**src/rtl/div_unit.sv**
```systemverilog
// div_unit: iterative restoring divider for DIV/DIVU/REM/REMU and their W variants.
// One quotient bit per cycle; divide-by-zero and signed overflow finish right after accept.
module div_unit #(
    parameter int WIDTH = 64
) (
    input  logic             clk,
    input  logic             reset,
    input  logic             valid_i,
    input  logic [1:0]       op_i,
    input  logic             word_i,
    input  logic [WIDTH-1:0] a_i,
    input  logic [WIDTH-1:0] b_i,
    input  logic             flush_i,
    output logic             stall_o,
    output logic             done_o,
    output logic [WIDTH-1:0] result_o
);
    localparam int CW = $clog2(WIDTH + 1);

    typedef enum logic [1:0] {IDLE, BUSY, DONE} state_t;

    state_t           state, state_n;
    logic [CW-1:0]    cnt;
    logic             rem_sel, word, q_neg, r_neg;
    logic [WIDTH-1:0] quo, rem, dvs;
    logic             sgn, accept, div_zero, ovf, special;
    logic [WIDTH-1:0] a_mag, b_mag, res, val;
    logic [WIDTH:0]   shl, diff;

    assign sgn      = ~op_i[0];
    assign accept   = state == IDLE && valid_i && !flush_i;
    assign div_zero = b_i == '0;
    assign ovf      = sgn && a_i == {1'b1, {(WIDTH-1){1'b0}}} && &b_i;
    assign special  = div_zero || ovf;
    assign a_mag    = (sgn && a_i[WIDTH-1]) ? -a_i : a_i;
    assign b_mag    = (sgn && b_i[WIDTH-1]) ? -b_i : b_i;
    // Partial remainder shifted left with the next dividend bit; a clear top bit of diff means it fits.
    assign shl      = {rem, quo[WIDTH-1]};
    assign diff     = shl - {1'b0, dvs};

    always_comb begin
        state_n = flush_i ? IDLE :
                  state == IDLE ? (accept ? (special ? DONE : BUSY) : IDLE) :
                  state == BUSY ? (cnt == CW'(1) ? DONE : BUSY) : IDLE;
    end

    always_ff @(posedge clk) begin
        if (reset) state <= IDLE;
        else       state <= state_n;
    end

    always_ff @(posedge clk) begin
        if (reset) begin
            cnt     <= '0;
            rem_sel <= 1'b0;
            word    <= 1'b0;
            q_neg   <= 1'b0;
            r_neg   <= 1'b0;
            quo     <= '0;
            rem     <= '0;
            dvs     <= '0;
        end else if (accept) begin
            rem_sel <= op_i[1];
            word    <= word_i;
            dvs     <= b_mag;
            cnt     <= special ? '0 : CW'(WIDTH);
            q_neg   <= !special && sgn && (a_i[WIDTH-1] ^ b_i[WIDTH-1]);
            r_neg   <= !special && sgn && a_i[WIDTH-1];
            quo     <= div_zero ? '1 : ovf ? a_i : a_mag;
            rem     <= div_zero ? a_i : '0;
        end else if (state == BUSY) begin
            cnt <= cnt - CW'(1);
            rem <= diff[WIDTH] ? shl[WIDTH-1:0] : diff[WIDTH-1:0];
            quo <= {quo[WIDTH-2:0], ~diff[WIDTH]};
        end
    end

    assign res      = rem_sel ? rem : quo;
    assign val      = (rem_sel ? r_neg : q_neg) ? -res : res;
    assign done_o   = state == DONE && !flush_i && !reset;
    assign result_o = !done_o ? '0 : word ? WIDTH'(signed'(val[31:0])) : val;
    assign stall_o  = !reset && ((state == IDLE && valid_i && !flush_i) || state == BUSY);
endmodule

```
**config.mk**
```make
export PLATFORM = sky130hd
export DESIGN_NAME = div_unit
export DESIGN_NICKNAME = d
export VERILOG_FILES = /design/src/rtl/div_unit.sv
export SDC_FILE = /design/constraint.sdc
export NUM_CORES = 1
export LEC_CHECK = 0
export CORE_MARGIN = 2
export CORE_UTILIZATION = 30
export DETAILED_ROUTE_END_ITERATION = 12
export PLACE_DENSITY = 0.48
export SLEW_MARGIN = 20
export SYNTH_ARGS = -nofsm -noshare
export SYNTH_HDL_FRONTEND = slang
export SYNTH_SLANG_ARGS = --single-unit
```
**constraint.sdc**
```tcl
create_clock -name clk -period 6.1 [get_ports clk]
set_input_delay 0.915 -clock clk [delete_from_list [all_inputs] [get_ports clk]]
set_output_delay 0.915 -clock clk [all_outputs]
set_load 0.03 [all_outputs]
```
==> reports/qor.txt, run 1 <==
STATUS
-----------------------------------------------------------------------
Status                                                     complete, no violations

CTS
-----------------------------------------------------------------------
Hold_buf cts                                                          0
Number of buffers created by CTS                                     24
Insertion delay to the later sink of the worst-skew pair        0.55 ns
Library cell used as clock root buffer                        clkbuf_16
Maximum clock path buffer count                                       3
CTS clock-pin slew for the worst setup and hold paths           0.06 ns
TritonCTS clock tree                                              built
H-Tree Depth                                                          1
Number of sinks driven by the clock tree                            205

LAYOUT
-----------------------------------------------------------------------
Share of cells above drive strength 1                             5.50%
Synthesis-to-layout area growth                                   19.1%
Number of nets in the layout                                      2,843
Filler cell count                                                 6,466
Finished Core Util                                                36.0%
Final Instance Count excl. Fillers                                3,445

STA
-----------------------------------------------------------------------
Final hold viol count                                                 0
Largest clock skew in the final design                        0.0132 ns
Pin slew with the least headroom to its limit                  0.963 ns
Final-report setup violation count                                    0
Setup slack of the critical path after layout                  0.313 ns
RSZ-0062 raised after global routing                                 no
Part of the cycle the worst path needs                            94.9%
Tightest slew margin relative to the limit                        34.2%
Setup Total Neg Slack                                              0 ns
Final worst path period need                                    5.79 ns
Slew Viols, Final                                                     0
Fmax achieved                                                   173 MHz

LOGIC SYNTHESIS
-----------------------------------------------------------------------
Number of instances in the synthesized netlist                    2,534
Net count after synthesis                                         2,740
EDFF count, synth                                                     0
Register bit count reported by yosys                                205
Async set or reset register ratio after synthesis                    0%
Netlist area before placement                               0.0186 mm^2
Largest area contributor in the synthesized netlist             dfxtp_1
Top cell type's share of synthesized area                         22.1%
Count of warnings emitted by yosys                                    0
Proportion of synthesized chip area in sequential cells           22.1%
Largest cells by area after synthesis                      dfxtp_1, a21oi_1, xnor2_1
Primary FF master, synth                                        dfxtp_1
Unique cell type count in the Yosys netlist                          80
Synthesized area per cell                                     7.34 um^2

WORST HOLD PATH
-----------------------------------------------------------------------
Type of the worst min-delay path                           flip-flop to flip-flop
Hold Crit Depth                                                       2

WORST SETUP PATH
-----------------------------------------------------------------------
Critical Path End Type                                      output port
Crit path DAT                                                   4.87 ns
Setup crit start kind                                         flip-flop
Reg2reg path depth                                                   14
Data required time at the worst endpoint                        5.18 ns
Slowest cell on the critical path                          clkdlybuf4s50_1
Cell-by-cell trace of the critical path                    or3b_2 > a222oi_1 > o2111ai_1 > nor2b_1 > nand4_1 > buf_4 > nor3_1 > nand2_1 > nor2_1 > a31oi_1 > xor2_1 > a21boi_0 > clkdlybuf4s50_1
Max FO, Critical Path                                                18
Type of the worst setup path                               flip-flop to output port
Highest cell delay on the worst timing path                     0.70 ns

RUN
-----------------------------------------------------------------------
Number of maximum-capacitance violations                              0

PWR
-----------------------------------------------------------------------
Switching power as a share of total power                         39.2%
Net switching power                                             2080 uW
Combinational power share                                         41.8%
Sequential Power Share                                            30.0%
Leakage power figure                                         0.00807 uW
Power Density                                               240 mW/mm^2
Internal power consumption                                      3230 uW
Share of total power in the clock network                         28.2%
Peak ir drop on the vdd network                              0.000172 V

PLACE
-----------------------------------------------------------------------
Global placement routability congestion                           0.921
Worst slack at placement                                       0.672 ns
Input/output buffers                                                200
Placed wire-length estimate after detailed placement          55,700 um
Post-placement cell count                                         3,401

GLOBAL ROUTING
-----------------------------------------------------------------------
Aggregate global routing overflow                                     0
Pin count of the biggest net entering global routing                177
Initial antenna violation count                                       1
Total global routing track utilization                            21.2%
Wire length of the first global-routing pass                 107,000 um
Vias in the first global route                                   17,430

FLOORPLANNING
-----------------------------------------------------------------------
Die extent in x                                                  253 um
Height of the die                                                253 um
Count of boundary I/O pins                                          201
Starting utilization of the core area                             30.2%
Area inside the core boundary                               0.0615 mm^2
Placement row count                                                  91
Area of the die                                             0.0640 mm^2

ROUTE
-----------------------------------------------------------------------
Total length of routed wires                                  70,700 um
Detailed-route via count                                         18,681
Count of unresolved DRC violations after routing                      0
Detail-routed net length per standard cell                      20.5 um
Remaining antenna violation count after routing                       0
Via density                                                        5.42
First drt pass iteration count                                        5
Initial DRC count                                                 1,703

## path summary, 6_finish.rpt
check / start / end / slack, ns
setup reg to reg: quo[63]$_SDFFE_PP0N_ / rem[62]$_SDFFE_PP0N_ / 1.53
setup / recovery: rem_sel$_SDFFE_PP0P_ / result_o[63] / 0.31
hold reg to reg: dvs[57]$_SDFFE_PP0P_ / dvs[57]$_SDFFE_PP0P_ / 0.45
hold / removal: dvs[57]$_SDFFE_PP0P_ / dvs[57]$_SDFFE_PP0P_ / 0.45
## placed cells by master (no fill, tap or decap), types with 18 or more instances in the layout
| cell type | count |
|---|---|
| a211oi_1 | 69 |
| a21boi_0 | 32 |
| a21o_1 | 53 |
| a21oi_1 | 300 |
| a221oi_1 | 35 |
| a31oi_1 | 36 |
| buf_4 | 42 |
| clkbuf_16 | 25 |
| clkdlybuf4s50_1 | 199 |
| dfxtp_1 | 204 |
| ha_1 | 70 |
| inv_1 | 106 |
| mux2_2 | 18 |
| mux2i_1 | 118 |
| nand2_1 | 165 |
| nand2b_1 | 20 |
| nand3_1 | 20 |
| nand4_1 | 42 |
| nor2_1 | 290 |
| nor2b_1 | 19 |
| nor3_1 | 73 |
| nor4_1 | 38 |
| o21a_1 | 24 |
| o21ai_0 | 106 |
| o21bai_1 | 20 |
| o31ai_1 | 34 |
| or3_1 | 44 |
| xnor2_1 | 137 |
| xor2_1 | 96 |
## per-layer routing
| metal | vias to the layer above | share of wire, % | track usage (%) |
|---|---|---|---|
| met5 | - | 0 | 0 |
| met4 | 0 | 2.4 | 5.44 |
| met3 | 64 | 5.9 | 2.16 |
| met2 | 517 | 40 | 30.0 |
| met1 | 8677 | 52 | 33.5 |
| li1 | 9423 | - | - |
## stage by stage
stage          total power [uW]  hold slack, ns  area, um^2
2_1_floorplan              3120           0.432       18600
3_3_place_gp               3800           0.445       21300
3_5_place_dp               3800           0.451       21300
4_1_cts                    5320           0.457       22100
5_1_grt                    5630           0.475       22100
6_report                   5310           0.455       22100
## state kept, by name (all words and copies together) (netlist names)
name and count:
rem 64, state 2, q_neg 1, cnt 7, r_neg 1, rem_sel 1, word 1, quo 64
dvs 64
## logic make-up after synthesis
group	count (synthesis)	synth area share (%)
buf+inv	275	5.90
compound gates	808	27.7
xor+xnor	233	11.0
simple gates	805	21.0
flops	205	22.1
fa+ha+maj	71	4.82
mux	137	7.49
## power by group through the flow
stage | clock, uW | sequential [uW] | combinational, uW
finish | 1500 | 1600 | 2220
global placement | 0 | 1620 | 2180
CTS | 1540 | 1590 | 2200
global route | 1590 | 1610 | 2440
floorplan | 0 | 1550 | 1570
detailed placement | 0 | 1620 | 2180
## repair_timing
| action | CTS | global route |
|---|---|---|
| buffers inserted | 0 | 0 |
| resized for setup | 0 | 4 |
| setup endpoints to repair | 0 | 13 |
| endpoints found under the hold margin | 0 | 0 |
## worst max-delay path: cells and delay by family (launching register included)
family          cells  cell delay, ns
compound gates      4            1.20
simple gates        6            1.53
buf+inv             2            0.91
flops               1            0.47
xor+xnor            1            0.21
## synthesized netlist by cell type, types with 34 or more instances
cell / instances
o31ai_1: 34
a21oi_1: 301
xor2_1: 96
nand4_1: 42
a211oi_1: 70
a221oi_1: 35
o21ai_0: 106
ha_1: 70
clkbuf_1: 133
dfxtp_1: 205
a31oi_1: 36
nand2_1: 166
nor4_1: 38
mux2i_1: 119
xnor2_1: 137
inv_1: 106
or3_1: 44
a21o_1: 53
nor3_1: 73
nor2_1: 293
## area by class of cell
cell class | count | area, um^2 | area share [%]
antenna | 1 | 2.50 | 0.0113
multi-input combinational | 2054 | 13500 | 60.8
clock inverter | 9 | 101 | 0.458
inverter | 106 | 398 | 1.80
sequential | 205 | 4110 | 18.5
timing repair buffer | 246 | 2380 | 10.8
tap | 790 | 988 | 4.46
clock buffer | 34 | 699 | 3.16
Power figures use the tool's default switching activity.
==> inputs of run 2 (changes only) <==
--- a/config.mk
+++ b/config.mk
@@ -8,7 +8,7 @@
 export CORE_MARGIN = 2
 export CORE_UTILIZATION = 30
 export DETAILED_ROUTE_END_ITERATION = 12
-export PLACE_DENSITY = 0.48
+export PLACE_DENSITY = 0.49
 export SLEW_MARGIN = 20
 export SYNTH_ARGS = -nofsm -noshare
 export SYNTH_HDL_FRONTEND = slang
==> constraint.sdc (replaced) <==
create_clock -name clk -period 4.9 [get_ports clk]
set_input_delay 0.735 -clock clk [delete_from_list [all_inputs] [get_ports clk]]
set_output_delay 0.735 -clock clk [all_outputs]
set_load 0.03 [all_outputs]
==> run 2 against run 1 <==
Compared with the run above:
- hold slack about the same
- highest routed layer unchanged
- clock power up 24%
- largest power group unchanged
- clock skew up 0.0050 ns
- critical path type unchanged
- sequential power up 23%
- non-clock buffer count up 32
- combinational power up 29%
- flip-flop and latch count unchanged
- register-to-register slack worse by 1.1 ns
- first-iteration DRC count down 12%
- routed wire length about the same
- die area unchanged
- largest cell class unchanged
==> reports/qor.txt, run 2 (synthesis results as in run 1) <==
STATUS
----------------------------------------------------------------------------
Status                                                          complete, no violations

LAYOUT
----------------------------------------------------------------------------
Top library cells by usage in the layout, fill and taps aside   a21oi_1, nor2_1, dfxtp_1
Combined flip-flop and latch cell area                          0.00411 mm^2   unchanged
Number of nets in the layout                                           2,875   +1.1%
N_diodes                                                                   0   -1
Largest regs                                                    dvs x64, quo x64, rem x64
Combined area of the multi-input logic cells                     0.0135 mm^2   +0.51%
Filler cell count                                                      6,522   +0.87%
Synthesis-to-layout area growth                                        21.6%
Leading cell type in the layout, fill and taps excluded              a21oi_1
Cell area after layout                                           0.0226 mm^2   +2.1%
Share of cells above drive strength 1                                  8.63%   +3.1 points

PWR
----------------------------------------------------------------------------
Sequential Power Share                                                 29.4%   -0.6 points
Switching power as a share of total power                              39.0%   -0.22 points
Peak ir drop on the vdd network                                   0.000193 V   +12%
Internal power consumption                                           4090 uW   +27%
Share of total power in the clock network                              27.8%   -0.4 points
Power Density                                                    296 mW/mm^2   +24%
Combinational power share                                              42.8%   +1.0 points
Leakage power figure                                              0.00842 uW   +4.4%
Power after layout                                                   6700 uW   +26%
Net switching power                                                  2610 uW   +25%

ROUTE
----------------------------------------------------------------------------
Detail-routed net length per standard cell                           20.3 um   -0.97%
Total length of routed wires                                       70,700 um   about the same
Via density                                                             5.39   -0.56%
Initial DRC count                                                      1,507   -12%
Remaining antenna violation count after routing                            0   unchanged
First drt pass iteration count                                             5   unchanged
Detailed-route via count                                              18,749   +0.36%
Count of unresolved DRC violations after routing                           0   unchanged

PLACE
----------------------------------------------------------------------------
Input/output buffers                                                     200   unchanged
Placed cell areas                                                0.0217 mm^2   +1.7%
Placed wire-length estimate after detailed placement               55,700 um   about the same
Global placement routability congestion                                0.899   -2.4%

CTS
----------------------------------------------------------------------------
TritonCTS clock tree                                                   built
Hold_buf cts                                                               0   unchanged
Library cell used as clock root buffer                             clkbuf_16
H-Tree Depth                                                               1   unchanged
Number of sinks driven by the clock tree                                 205   unchanged
Insertion delay to the later sink of the worst-skew pair             0.55 ns   about the same
Maximum clock path buffer count                                            3   unchanged
CTS clock-pin slew for the worst setup and hold paths                0.06 ns   about the same
Number of buffers created by CTS                                          24   unchanged

STA
----------------------------------------------------------------------------
Part of the cycle the worst path needs                                 96.3%
Final hold viol count                                                      0   unchanged
Setup Total Neg Slack                                                   0 ns   unchanged
Pin slew with the least headroom to its limit                        1.06 ns   +0.102 ns
RSZ-0062 raised after global routing                                     yes
Fmax achieved                                                        212 MHz
Tightest slew margin relative to the limit                             28.8%   -5.3 points
Slew Viols, Final                                                          0   unchanged
Largest clock skew in the final design                             0.0182 ns   +0.00502 ns
Final-report setup violation count                                         0   unchanged
Final worst path period need                                         4.72 ns

FLOORPLANNING
----------------------------------------------------------------------------
Area of the die                                                  0.0640 mm^2   unchanged
Area inside the core boundary                                    0.0615 mm^2   unchanged
Placement row count                                                       91   unchanged
Count of boundary I/O pins                                               201   unchanged
Height of the die                                                     253 um   unchanged
Die extent in x                                                       253 um   unchanged
Starting utilization of the core area                                  30.2%   unchanged

GLOBAL ROUTING
----------------------------------------------------------------------------
Vias in the first global route                                        17,536   +0.61%
Initial antenna violation count                                            0   -1
Aggregate global routing overflow                                          0   unchanged
Wire length of the first global-routing pass                      107,000 um   +0.44%
Total global routing track utilization                                 21.3%   +0.052 points
Pin count of the biggest net entering global routing                     177   unchanged

WORST SETUP PATH
----------------------------------------------------------------------------
Cell repeated most along the worst path                                buf_4
Setup crit start kind                                              flip-flop
Critical Path End Type                                           output port
Type of the worst setup path                                    flip-flop to output port
Cell-by-cell trace of the critical path                         buf_4 > or3_1 > a222oi_1 > buf_4 > o2111ai_2 > nor2b_2 > nand4_1 > buf_4 > nor3_1 > nand2_1 > nor2_4 > a31oi_1 > xor2_1 > a21boi_0 > buf_4
Data required time at the worst endpoint                             4.16 ns   -1.02 ns
Crit path DAT                                                        3.98 ns   -0.89 ns
Highest cell delay on the worst timing path                          0.39 ns   -0.31 ns
Setup crit start                                                rem_sel$_SDFFE_PP0P_
Reg2Reg Launch Point                                            rem[10]$_SDFFE_PP0N_
Max FO, Critical Path                                                     12   -6
Reg2reg path depth                                                        12   -2
Slowest cell on the critical path                                    dfxtp_4

WORST HOLD PATH
----------------------------------------------------------------------------
Hold Crit Depth                                                            2   unchanged
Type of the worst min-delay path                                flip-flop to flip-flop
Hold Crit Start                                                 dvs[60]$_SDFFE_PP0P_

RUN
----------------------------------------------------------------------------
Number of maximum-capacitance violations                                   0   unchanged

[run 2: worst max-delay path, delay by kind of cell (launching register included)]
family,cells,cell delay (ns)
buffers and inverters,4,0.76
and+or+nand+nor,6,1.25
AOI/OAI and AO/OA,4,0.82
DFF,1,0.39
xor gates and xnor gates,1,0.21
[run 2: metal layers]
layer	vias up	GRT usage [%]	part of all wire [%]
met2	494	30.5	40
li1	9508	-	-
met5	-	0	0
met1	8684	33.1	53
met4	0	5.56	2.3
met3	63	2.44	5.2
[run 2: power by group through the flow]
stage | Combinational, uW | Clock [uW] | Sequential (uW)
final | 2870 | 1860 | 1970
after global placement | 2810 | 0 | 1990
after global routing | 3150 | 1970 | 1980
after floorplan | 1960 | 0 | 1930
after CTS | 2830 | 1910 | 1960
after detailed placement | 2810 | 0 | 2000
[run 2: timing repair]
action                     4_1_cts  5_1_grt
gates cloned                     0        0
setup endpoints to repair       16       23
gates resized for setup          7       15
hold endpoints to repair         0        0
buffers inserted                 2        2
pin swaps                        1        2
[run 2: worst paths after layout]
check                          to  slack, ns
max                  result_o[63]       0.18
min          dvs[60]$_SDFFE_PP0P_       0.46
max reg2reg  rem[61]$_SDFFE_PP0N_       0.41
min reg2reg  dvs[60]$_SDFFE_PP0P_       0.46
[run 2: final cells by class]
cell class	count	area share (%)
Multi-Input combinational cell	2054	59.9
Sequential cell	205	18.2
Timing Repair Buffer	278	12.2
Tap cell	790	4.37
Clock buffer	33	3.21
Inverter	106	1.76
Clock inverter	11	0.387
[run 2: metrics by stage]
step | cells | setup WS (ns) | hold slack [ns] | util [%]
finish | 3477 | 0.182 | 0.455 | 36.8
global route | 3477 | -0.0301 | 0.474 | 36.8
CTS | 3475 | -0.0151 | 0.456 | 36.7
detailed placement | 3429 | 0.161 | 0.447 | 35.3
global placement | 3429 | 0.162 | 0.444 | 35.3
floorplan | 2534 | 0.0558 | 0.432 | -
